File: config.mk
export PLATFORM = sky130hd
export DESIGN_NAME = alu_arbiter
export DESIGN_NICKNAME = d
export VERILOG_FILES = /design/src/rtl/alu_arbiter.sv
export SDC_FILE = /design/constraint.sdc
export NUM_CORES = 1
export LEC_CHECK = 0
export BUFFER_PORTS_ARGS = -buffer_cell sky130_fd_sc_hd__buf_4
export CAP_MARGIN = 10
export CORE_AREA = 2 2 233 235
export CTS_BUF_LIST = sky130_fd_sc_hd__clkbuf_2 sky130_fd_sc_hd__clkbuf_4 sky130_fd_sc_hd__clkbuf_8
export CTS_CLUSTER_DIAMETER = 200
export CTS_CLUSTER_SIZE = 30
export DETAILED_ROUTE_END_ITERATION = 6
export DIE_AREA = 0 0 235 237
export GPL_TIMING_DRIVEN = 0
export PLACE_DENSITY_LB_ADDON = 0.05
export SLEW_MARGIN = 20
export SYNTH_ARGS = -nofsm -noshare
export SYNTH_HDL_FRONTEND = slang
export SYNTH_SLANG_ARGS = --single-unit
File: constraint.sdc
create_clock -name clk -period 2.4 [get_ports clk]
set_input_delay 0.24 -clock clk [delete_from_list [all_inputs] [get_ports clk]]
set_output_delay 0.24 -clock clk [all_outputs]
set_load 0.005 [all_outputs]
File: src/rtl/alu_arbiter.sv
// Round-robin arbiter sharing one external combinational ALU between the execute
// stage (req 0) and the branch/address unit (req 1), with a one-entry response register.
module alu_arbiter #(
  parameter int WIDTH = 32,
  parameter int CNT_W = 16
) (
  input  logic             clk,
  input  logic             rst,
  input  logic [1:0]       req_valid,
  output logic [1:0]       req_ready,
  input  logic [WIDTH-1:0] req0_ra,
  input  logic [WIDTH-1:0] req0_rb,
  input  logic [WIDTH-1:0] req0_rca,
  input  logic [WIDTH-1:0] req0_rcb,
  input  logic [WIDTH-1:0] req1_ra,
  input  logic [WIDTH-1:0] req1_rb,
  input  logic [WIDTH-1:0] req1_rca,
  input  logic [WIDTH-1:0] req1_rcb,
  input  logic [7:0]       req0_op,
  input  logic [7:0]       req1_op,
  output logic [WIDTH-1:0] alu_ra,
  output logic [WIDTH-1:0] alu_rb,
  output logic [WIDTH-1:0] alu_rca,
  output logic [WIDTH-1:0] alu_rcb,
  output logic             alu_arith_mode,
  output logic             alu_logic_alt,
  output logic             alu_lt,
  output logic             alu_invert,
  output logic             alu_unsigned,
  output logic [2:0]       alu_funct3,
  input  logic [WIDTH-1:0] alu_arith_out,
  input  logic [WIDTH-1:0] alu_logic_out,
  input  logic             alu_cmp_out,
  output logic             rsp_valid,
  input  logic             rsp_ready,
  output logic             rsp_id,
  output logic [WIDTH-1:0] rsp_arith,
  output logic [WIDTH-1:0] rsp_logic,
  output logic             rsp_cmp,
  output logic [CNT_W-1:0] grant_cnt0,
  output logic [CNT_W-1:0] grant_cnt1,
  output logic [CNT_W-1:0] conflict_cnt
);

  localparam logic [CNT_W-1:0] CNT_MAX = {CNT_W{1'b1}};

  logic       last_grant;
  logic       sel;
  logic       slot_free;
  logic       accept;
  logic       both_valid;
  logic [7:0] sel_op;

  // With no one asking, sel parks on last_grant so a lone newcomer never loses a tie.
  always_comb begin
    sel = last_grant;
    case (req_valid)
      2'b01:   sel = 1'b0;
      2'b10:   sel = 1'b1;
      2'b11:   sel = ~last_grant;
      default: sel = last_grant;
    endcase
  end

  assign both_valid = &req_valid;
  assign slot_free  = ~rsp_valid | rsp_ready;

  always_comb begin
    req_ready = 2'b00;
    if (slot_free && req_valid[sel] && !rst) req_ready[sel] = 1'b1;
  end

  assign accept = |req_ready;

  always_comb begin
    if (sel) begin
      alu_ra  = req1_ra;
      alu_rb  = req1_rb;
      alu_rca = req1_rca;
      alu_rcb = req1_rcb;
      sel_op  = req1_op;
    end else begin
      alu_ra  = req0_ra;
      alu_rb  = req0_rb;
      alu_rca = req0_rca;
      alu_rcb = req0_rcb;
      sel_op  = req0_op;
    end
  end

  assign alu_arith_mode = sel_op[0];
  assign alu_logic_alt  = sel_op[1];
  assign alu_funct3     = sel_op[4:2];
  assign alu_lt         = sel_op[5];
  assign alu_invert     = sel_op[6];
  assign alu_unsigned   = sel_op[7];

  // An accept overwrites the slot even while it drains, so back-to-back ops keep rsp_valid high.
  always_ff @(posedge clk) begin
    if (rst) begin
      rsp_valid    <= 1'b0;
      rsp_id       <= 1'b0;
      rsp_arith    <= '0;
      rsp_logic    <= '0;
      rsp_cmp      <= 1'b0;
      last_grant   <= 1'b1;
      grant_cnt0   <= '0;
      grant_cnt1   <= '0;
      conflict_cnt <= '0;
    end else if (accept) begin
      rsp_valid  <= 1'b1;
      rsp_id     <= sel;
      rsp_arith  <= alu_arith_out;
      rsp_logic  <= alu_logic_out;
      rsp_cmp    <= alu_cmp_out;
      last_grant <= sel;
      if (!sel && grant_cnt0 != CNT_MAX) grant_cnt0 <= grant_cnt0 + 1'b1;
      if (sel && grant_cnt1 != CNT_MAX) grant_cnt1 <= grant_cnt1 + 1'b1;
      if (both_valid && conflict_cnt != CNT_MAX) conflict_cnt <= conflict_cnt + 1'b1;
    end else if (rsp_ready) begin
      rsp_valid <= 1'b0;
    end
  end

endmodule

==> qor.yml, run 1 <==
timing:
  fin_crit_sh: 0.9529
  setup_slack_ps: 113.1
  finalMaxSlewViolations: 0
  relSlewSlack: 0.5200
  finalHoldViolations: 0
  min_period_ps: 2287
  setup_tns_ps: 0
  fmax_ghz: 0.4373
  setup_viol: 0
  worst_pin_slew_ps: 713.5
  rsz0062_at_grt: "no"
  skew_ps: 13.52
cells_and_area:
  final_net_count: 1620
  syn2layout_area_growth_pct: 110.0
  design_area_mm2: 0.01257
  drive_gt1_frac: 0.6140
  final_common_cell: "buf_4"
  layout_common_cells: "buf_4, mux2_2, dfxtp_1, a22o_1, dlygate4sd3_1"
  fin_util: 0.2359
synth:
  ys.flop_type: "dfxtp_1"
  synth_cells: 590
  synth_compound_area_frac: 0.1248
  synth_mux_area_frac: 0.2710
  syn_area_per_cell_um2: 10.14
  synth_seq_cells: 116
  syn_nets: 935
  synthSimpleGateAreaFrac: 0.1372
  synth-edff-count: 0
  async_flop_share: 0
  netlist_area_mm2: 0.005984
  synthXorXnorAreaFrac: 0.03951
  synth_top_family_by_area: "multiplexers"
  synth.distinct_cells: 39
  synthAdderAreaFrac: 0.006272
  yosys_warnings: 0
  ys_seq_area_frac: 0.3880
detailed_routing:
  top_layer: "met5"
  drc_errors: 0
  viasPerCell: 3.713
  drt_iter0_markers: 296
  wl_met2_um: 21570
  routed_wl_um: 44330
  ant_nets: 0
  drt_pass1_iterations: 5
  wl_met3_um: 4056
  vias: 7403
  wl_met1_um: 18310
  wl_per_cell_um: 22.23
setup_path:
  critPathTopFamily: "buffers and inverters"
  cp-start-kind: "register"
  critPathKind: "register to output port"
  crit_required_ps: 2160
  crit_slowest_cell: "mux2_2"
  cp_cell_sequence: "o21ai_4 -> clkbuf_16 -> buf_12 -> buf_6 -> mux2_2 -> buf_4"
  critPathBufInv: 4
  critical_path_arrival_ps: 2050
  slowest_delay_ps: 390
  worstSetupEndpointType: "output port"
  crit_path_max_fanout: 10
floorplan:
  core.rowCount: 85
  io_pins: 595
  die_w_um: 235
  initial_core_util: 0.1123
  core-area_mm2: 0.05328
  die_height_um: 237
  die_area_mm2: 0.05570
cts:
  worstSkewPairLatency_ps: 480
  clk_path_buf_depth: 2
  cts_buffers: 17
  htreeDepth: 4
  clock-sinks: 116
  cts_root_buf: "clkbuf_8"
  path_clk_slew_ps: 70
  cts_tree: "done"
hold_path:
  hold_class: "input pin to register"
global_routing:
  grt_max_degree: 17
  antenna_found_initial: 20
  grt_pass1_vias: 7676
  grt_usage: 0.1536
  grt_pass1_wl_um: 60420
  overflow: 0
power:
  pwr_density_cell_mw_per_mm2: 453.9
  power_frac_comb: 0.335
  p_sw_uw: 1653
  p_clk_frac: 0.302
  sw_frac_of_total: 0.2898
  seq_power_share: 0.363
  p_int_uw: 4051
  irDropWorstVdd_uv: 210.0
  power.leakage_uw: 0.005722
place:
  hpwl_um: 37860
  portBuffers: 594
  routabilityCongestion: 0.8639
  place_ws_ps: -285.0
  place_area_mm2: 0.01131
run:
  cap_violations: 0
outcome:
  status: "finished, final reports clean"
==> tightest hold or removal path, stage by stage <==
cell and delay (ps):
buf_4 100, nor2_1 60, a21oi_1 130
==> layout make-up <==
| class | instances | area [um^2] |
|---|---|---|
| tap | 696 | 870.8 |
| buffer | 38 | 302.8 |
| antenna | 13 | 32.53 |
| clock inverter | 5 | 27.53 |
| timing repair buffer | 666 | 5195 |
| fill | 5867 | 40720 |
| clock buffer | 24 | 311.5 |
| inverter | 7 | 26.28 |
| sequential | 116 | 2326 |
| multi-input combinational | 429 | 3475 |
==> registers in the layout, summed over array words and instances (netlist names) <==
signal / cells
conflict_cnt: 16
grant_cnt0: 16
grant_cnt1: 16
last_grant: 1
rsp_arith: 32
rsp_cmp: 1
rsp_id: 1
rsp_logic: 32
rsp_valid: 1
==> cell families after synthesis <==
logic type	count (synthesis)
xor gates and xnor gates	27
adders and majority gates	3
muxes	145
buffers and inverters	45
AOI/OAI and AO/OA	94
DFF	116
and+or+nand+nor	160
==> path summary, 6_finish.rpt <==
kind | startpoint | to | slack (ps) | depth (start not counted)
worst min register to register | rsp_id | rsp_id | 450 | 2
worst max register to register | conflict_cnt[0] | conflict_cnt[4] | 230 | 6
worst min-delay path | req_valid[0] | rsp_valid | 100 | 3
worst max-delay path | last_grant | alu_rcb[3] | 110 | 6
==> layer usage <==
layer,vias to the layer above,global-route usage
met1,3493,0.1783
met3,30,0.07484
met5,-,0
li1,3587,-
met2,281,0.2575
met4,12,0.02666
==> metrics by stage <==
step	hold slack [ps]	cells	total power, uW
after detailed placement	448.4	1880	3873
final	101.7	1994	5704
after global placement	442.4	1880	3879
after floorplan	372.7	590	2680
after CTS	53.86	1975	5787
after global routing	107.5	1983	5978
==> power by group through the flow <==
stage	combinational [uW]	clock [uW]	sequential [uW]
final	1910	1720	2070
after global routing	2040	1860	2080
after CTS	1910	1800	2070
after detailed placement	1760	0	2110
after global placement	1770	0	2110
after floorplan	567	0	2110
==> what timing repair did <==
item | CTS | global route
endpoints found under the setup margin | 136 | 79
hold endpoints to repair | 65 | 0
gates cloned | 1 | 0
setup buffers | 0 | 6
pin swaps | 1 | 1
hold buffers | 65 | 0
resized for setup | 33 | 14
==> synthesized netlist by cell type, types with 2 or more instances <==
cell | count | area (um^2)
nand2b_1 | 2 | 12.51
nand2_1 | 32 | 120.1
nor4b_1 | 3 | 26.28
xor2_1 | 9 | 78.83
a31oi_1 | 4 | 25.02
nor2_1 | 43 | 161.4
mux2i_1 | 9 | 90.09
buf_1 | 6 | 22.52
clkbuf_1 | 13 | 48.80
nor4_1 | 10 | 62.56
inv_1 | 7 | 26.28
o31ai_1 | 3 | 22.52
a22o_1 | 65 | 569.3
and4_1 | 4 | 35.03
xnor2_1 | 18 | 157.7
ha_1 | 3 | 37.54
nand4_1 | 17 | 106.4
o21ai_0 | 7 | 35.03
a21oi_1 | 8 | 40.04
and2b_1 | 2 | 15.01
and2_1 | 4 | 25.02
dfxtp_1 | 116 | 2322
nor3_1 | 11 | 55.05
mux2_2 | 136 | 1531
buf_2 | 18 | 90.09
and3_1 | 11 | 68.82
or4_1 | 3 | 22.52
nand3_1 | 15 | 75.07
No activity file was read; power rests on OpenSTA's default activity.
==> run 2: changes to the inputs <==
ABC_AREA = 1   (was unset)
PLACE_DENSITY_LB_ADDON = 0.2   (was 0.05)
==> run 2 against run 1 <==
  * Critical path depth up 2
  * Sequential cell count unchanged
  * Sequential power about the same
  * Critical path type unchanged
  * Design area up 4.8%
  * Cell count up 23%
==> qor.yml, run 2 <==
hold_path:
  min_path_cells: 2  # was 3
  hold_class: "input pin to register"  # unchanged
  whs_endpoint: "grant_cnt1[4]"  # was rsp_valid
  min_from: "rst"  # was req_valid[0]
outcome:
  status: "finished, final reports clean"  # unchanged
cts:
  postCtsSetupBuffers: 0  # unchanged
  cts_root_buf: "clkbuf_8"  # unchanged
  worstSkewPairLatency_ps: 470  # was 480 ps
  htreeDepth: 4  # unchanged
  cts_buffers: 17  # unchanged
  cts_tree: "done"  # unchanged
  clk_path_buf_depth: 2  # unchanged
  path_clk_slew_ps: 90  # was 70 ps
  clock-sinks: 116  # unchanged
detailed_routing:
  drt_pass1_iterations: 5  # unchanged
  viasPerCell: 3.875  # was 3.713
  wl_per_cell_um: 18.24  # was 22.23 um
  drt_iter0_markers: 388  # was 296
  routed_wl_um: 44890  # was 44,330 um
  drc_errors: 0  # unchanged
  vias: 9536  # was 7,403
  ant_nets: 0  # unchanged
setup_path:
  r2r-end: "conflict_cnt[11]"  # was conflict_cnt[4]
  slowest_delay_ps: 400  # was 390 ps
  crit_path_max_fanout: 10  # unchanged
  critical_path_arrival_ps: 2070  # was 2050 ps
  reg2reg_slack_ps: 510  # was 230 ps
  crit_required_ps: 2160  # about the same
  worstSetupEndpointType: "output port"  # unchanged
  crit_slowest_cell: "dfxtp_1"  # was mux2_2
  r2r_start: "conflict_cnt[0]"  # unchanged
  critPathKind: "register to output port"  # unchanged
  cp_cell_sequence: "nand2_1 -> o21ai_4 -> inv_2 -> buf_8 -> clkbuf_2 -> nand2_1 -> nand2_1 -> buf_4"  # was o21ai_4 -> clkbuf_16 -> buf_12 -> buf_6 -> mux2_2 -> buf_4
  cpMostUsedCell: "nand2_1"
  cp-start-kind: "register"  # unchanged
  critPathBufInv: 4  # unchanged
  r2r_cells: 10  # was 6
  critPathTopFamily: "buffers and inverters"  # unchanged
synth:
  syn_area_per_cell_um2: 6.269  # was 10.14 um^2
  ys_seq_area_frac: 0.3469  # was 0.3880
  synth_seq_cells: 116  # unchanged
  synth_cells: 1068  # was 590
  synth.distinct_cells: 30  # was 39
  netlist.top_cell.by_area: "dfxtp_1"  # unchanged
  synth_top_area_share: 0.3469  # was 0.3880
  syn_nets: 1413  # was 935
  netlist_area_mm2: 0.006695  # was 0.005984 mm^2
  yosysMostFrequentCell: "nand2_1"  # was mux2_2
  synth-edff-count: 0  # unchanged
  synth_top_cells_by_area: "dfxtp_1, nand2_1, a22o_1"  # was dfxtp_1, mux2_2, a22o_1
  synth_common_cells: "nand2_1, dfxtp_1, nor2_1"  # was mux2_2, dfxtp_1, a22o_1
  yosys_warnings: 0  # unchanged
  ys.flop_type: "dfxtp_1"  # unchanged
  async_flop_share: 0  # unchanged
global_routing:
  grt_pass1_vias: 9526  # was 7,676
  grt_busiest_layer: "met2"  # unchanged
  met3_usage: 0.03882  # was 0.07484
  grt_max_degree: 17  # unchanged
  grt_pass1_wl_um: 62730  # was 60,420 um
  grt_usage: 0.1535  # was 0.1536
  grtUsageMet1: 0.1550  # was 0.1783
  overflow: 0  # unchanged
  met2_usage: 0.3004  # was 0.2575
  antenna_found_initial: 13  # was 20
power:
  pwr_density_cell_mw_per_mm2: 463.0  # was 453.9 mW/mm^2
  power.leakage_uw: 0.006730  # was 0.005722 uW
  irDropWorstVdd_uv: 244.5  # was 210.0 uV
  p_total_uw: 6097  # was 5704 uW
place:
  place_ws_ps: -77.30  # was -285.0 ps
  hpwl_um: 37910  # was 37,860 um
  routabilityCongestion: 0.9118  # was 0.8639
  portBuffers: 593  # was 594
timing:
  rsz0062_at_grt: "yes"  # was no
  finalHoldViolations: 0  # unchanged
  setup_viol: 0  # unchanged
  relSlewSlack: 0.4399  # was 0.5200
  min_period_ps: 2309  # was 2287 ps
  fmax_ghz: 0.4331  # was 0.4373 GHz
  fin_crit_sh: 0.9620  # was 0.9529
  setup_tns_ps: 0  # unchanged
  skew_ps: 19.20  # was 13.52 ps
  worst_pin_slew_ps: 840.1  # was 713.5 ps
  finalMaxSlewViolations: 0  # unchanged
  setup_slack_ps: 91.25  # was 113.1 ps
cells_and_area:
  fin_util: 0.2471  # was 0.2359
  syn2layout_area_growth_pct: 96.67  # was 110.0%
  layout_common_cells: "buf_4, nand2_1, dfxtp_1, nor2_1"  # was buf_4, mux2_2, dfxtp_1, a22o_1, dlygate4sd3_1
  drive_gt1_frac: 0.4016  # was 0.6140
  top_regs: "rsp_arith x32, rsp_logic x32"  # unchanged
  final_net_count: 2090  # was 1,620
  final_common_cell: "buf_4"  # unchanged
floorplan:
  io_pins: 595  # unchanged
  initial_core_util: 0.1257  # was 0.1123
  core-area_mm2: 0.05328  # unchanged
  die_w_um: 235  # unchanged
  core.rowCount: 85  # unchanged
  die_height_um: 237  # unchanged
  die_area_mm2: 0.05570  # unchanged
run:
  cap_violations: 0  # unchanged
## run 2: changes by cell type after synthesis, moves of 9 or more
cell,before,now
a21oi_1,8,25
a21oi_2,0,10
and3_1,11,2
inv_1,7,46
mux2_2,136,0
mux2i_1,9,0
nand2_1,32,571
nand3_1,15,44
nand4_1,17,8
nor2_1,43,80
nor3_1,11,1
nor4_1,10,0
xnor2_1,18,8
## run 2: kinds of logic (layout without fill, tap and decap cells)
family	count (synthesis)	in the layout	share of synthesized area
DFF	116	116	0.3469
other	0	7	0
adders and majority gates	3	3	0.005607
AOI/OAI and AO/OA	103	103	0.1196
buffers and inverters	105	795	0.06784
and+or+nand+nor	725	725	0.4392
xor gates and xnor gates	16	16	0.02093
## run 2: worst max path at each step
stage | from | end | slack, ps | cells past startpoint
floorplan | grant_cnt1[0] | grant_cnt1[13] | 810 | 9
global placement | req_valid[0] | alu_rcb[26] | -70 | 9
detailed placement | req_valid[0] | alu_rcb[26] | -80 | 9
CTS | last_grant | alu_ra[10] | -4 | 7
global route | last_grant | alu_lt | -10 | 8
finish | last_grant | alu_rb[17] | 90 | 8
## run 2: power breakdown
| group | internal, uW | switching (uW) | total, uW |
|---|---|---|---|
| clock | 839 | 1010 | 1840 |
| sequential | 2020 | 64.4 | 2080 |
| combinational | 1140 | 1030 | 2170 |
## run 2: final cells by class
class / count / area (um^2)
antenna: 7 / 17.52
buffer: 55 / 345.3
clock buffer: 17 / 234.0
clock inverter: 15 / 145.1
fill: 5996 / 40110
inverter: 50 / 188.9
multi-input combinational: 847 / 3941
sequential: 116 / 2322
tap: 696 / 870.8
timing repair buffer: 658 / 5102
## run 2: repair_timing
action,4_1_cts,5_1_grt
pin swaps,1,0
endpoints found under the setup margin,136,67
gates resized for setup,25,26
hold buffers,65,0
endpoints found under the hold margin,65,0
## run 2: stage by stage
stage	instances	hold slack, ps	area (um^2)
after CTS	2454	41.22	13100
final	2461	76.84	13170
after floorplan	1068	379.1	6695
after detailed placement	2357	456.2	12020
after global placement	2357	459.5	12020
after global routing	2457	62.09	13160
## run 2: routing by layer
| metal | vias up | wire (um) |
|---|---|---|
| li1 | 4739 | - |
| met1 | 4322 | 16070 |
| met2 | 411 | 24550 |
| met3 | 56 | 2812 |
| met4 | 8 | 1412 |
| met5 | - | 48 |
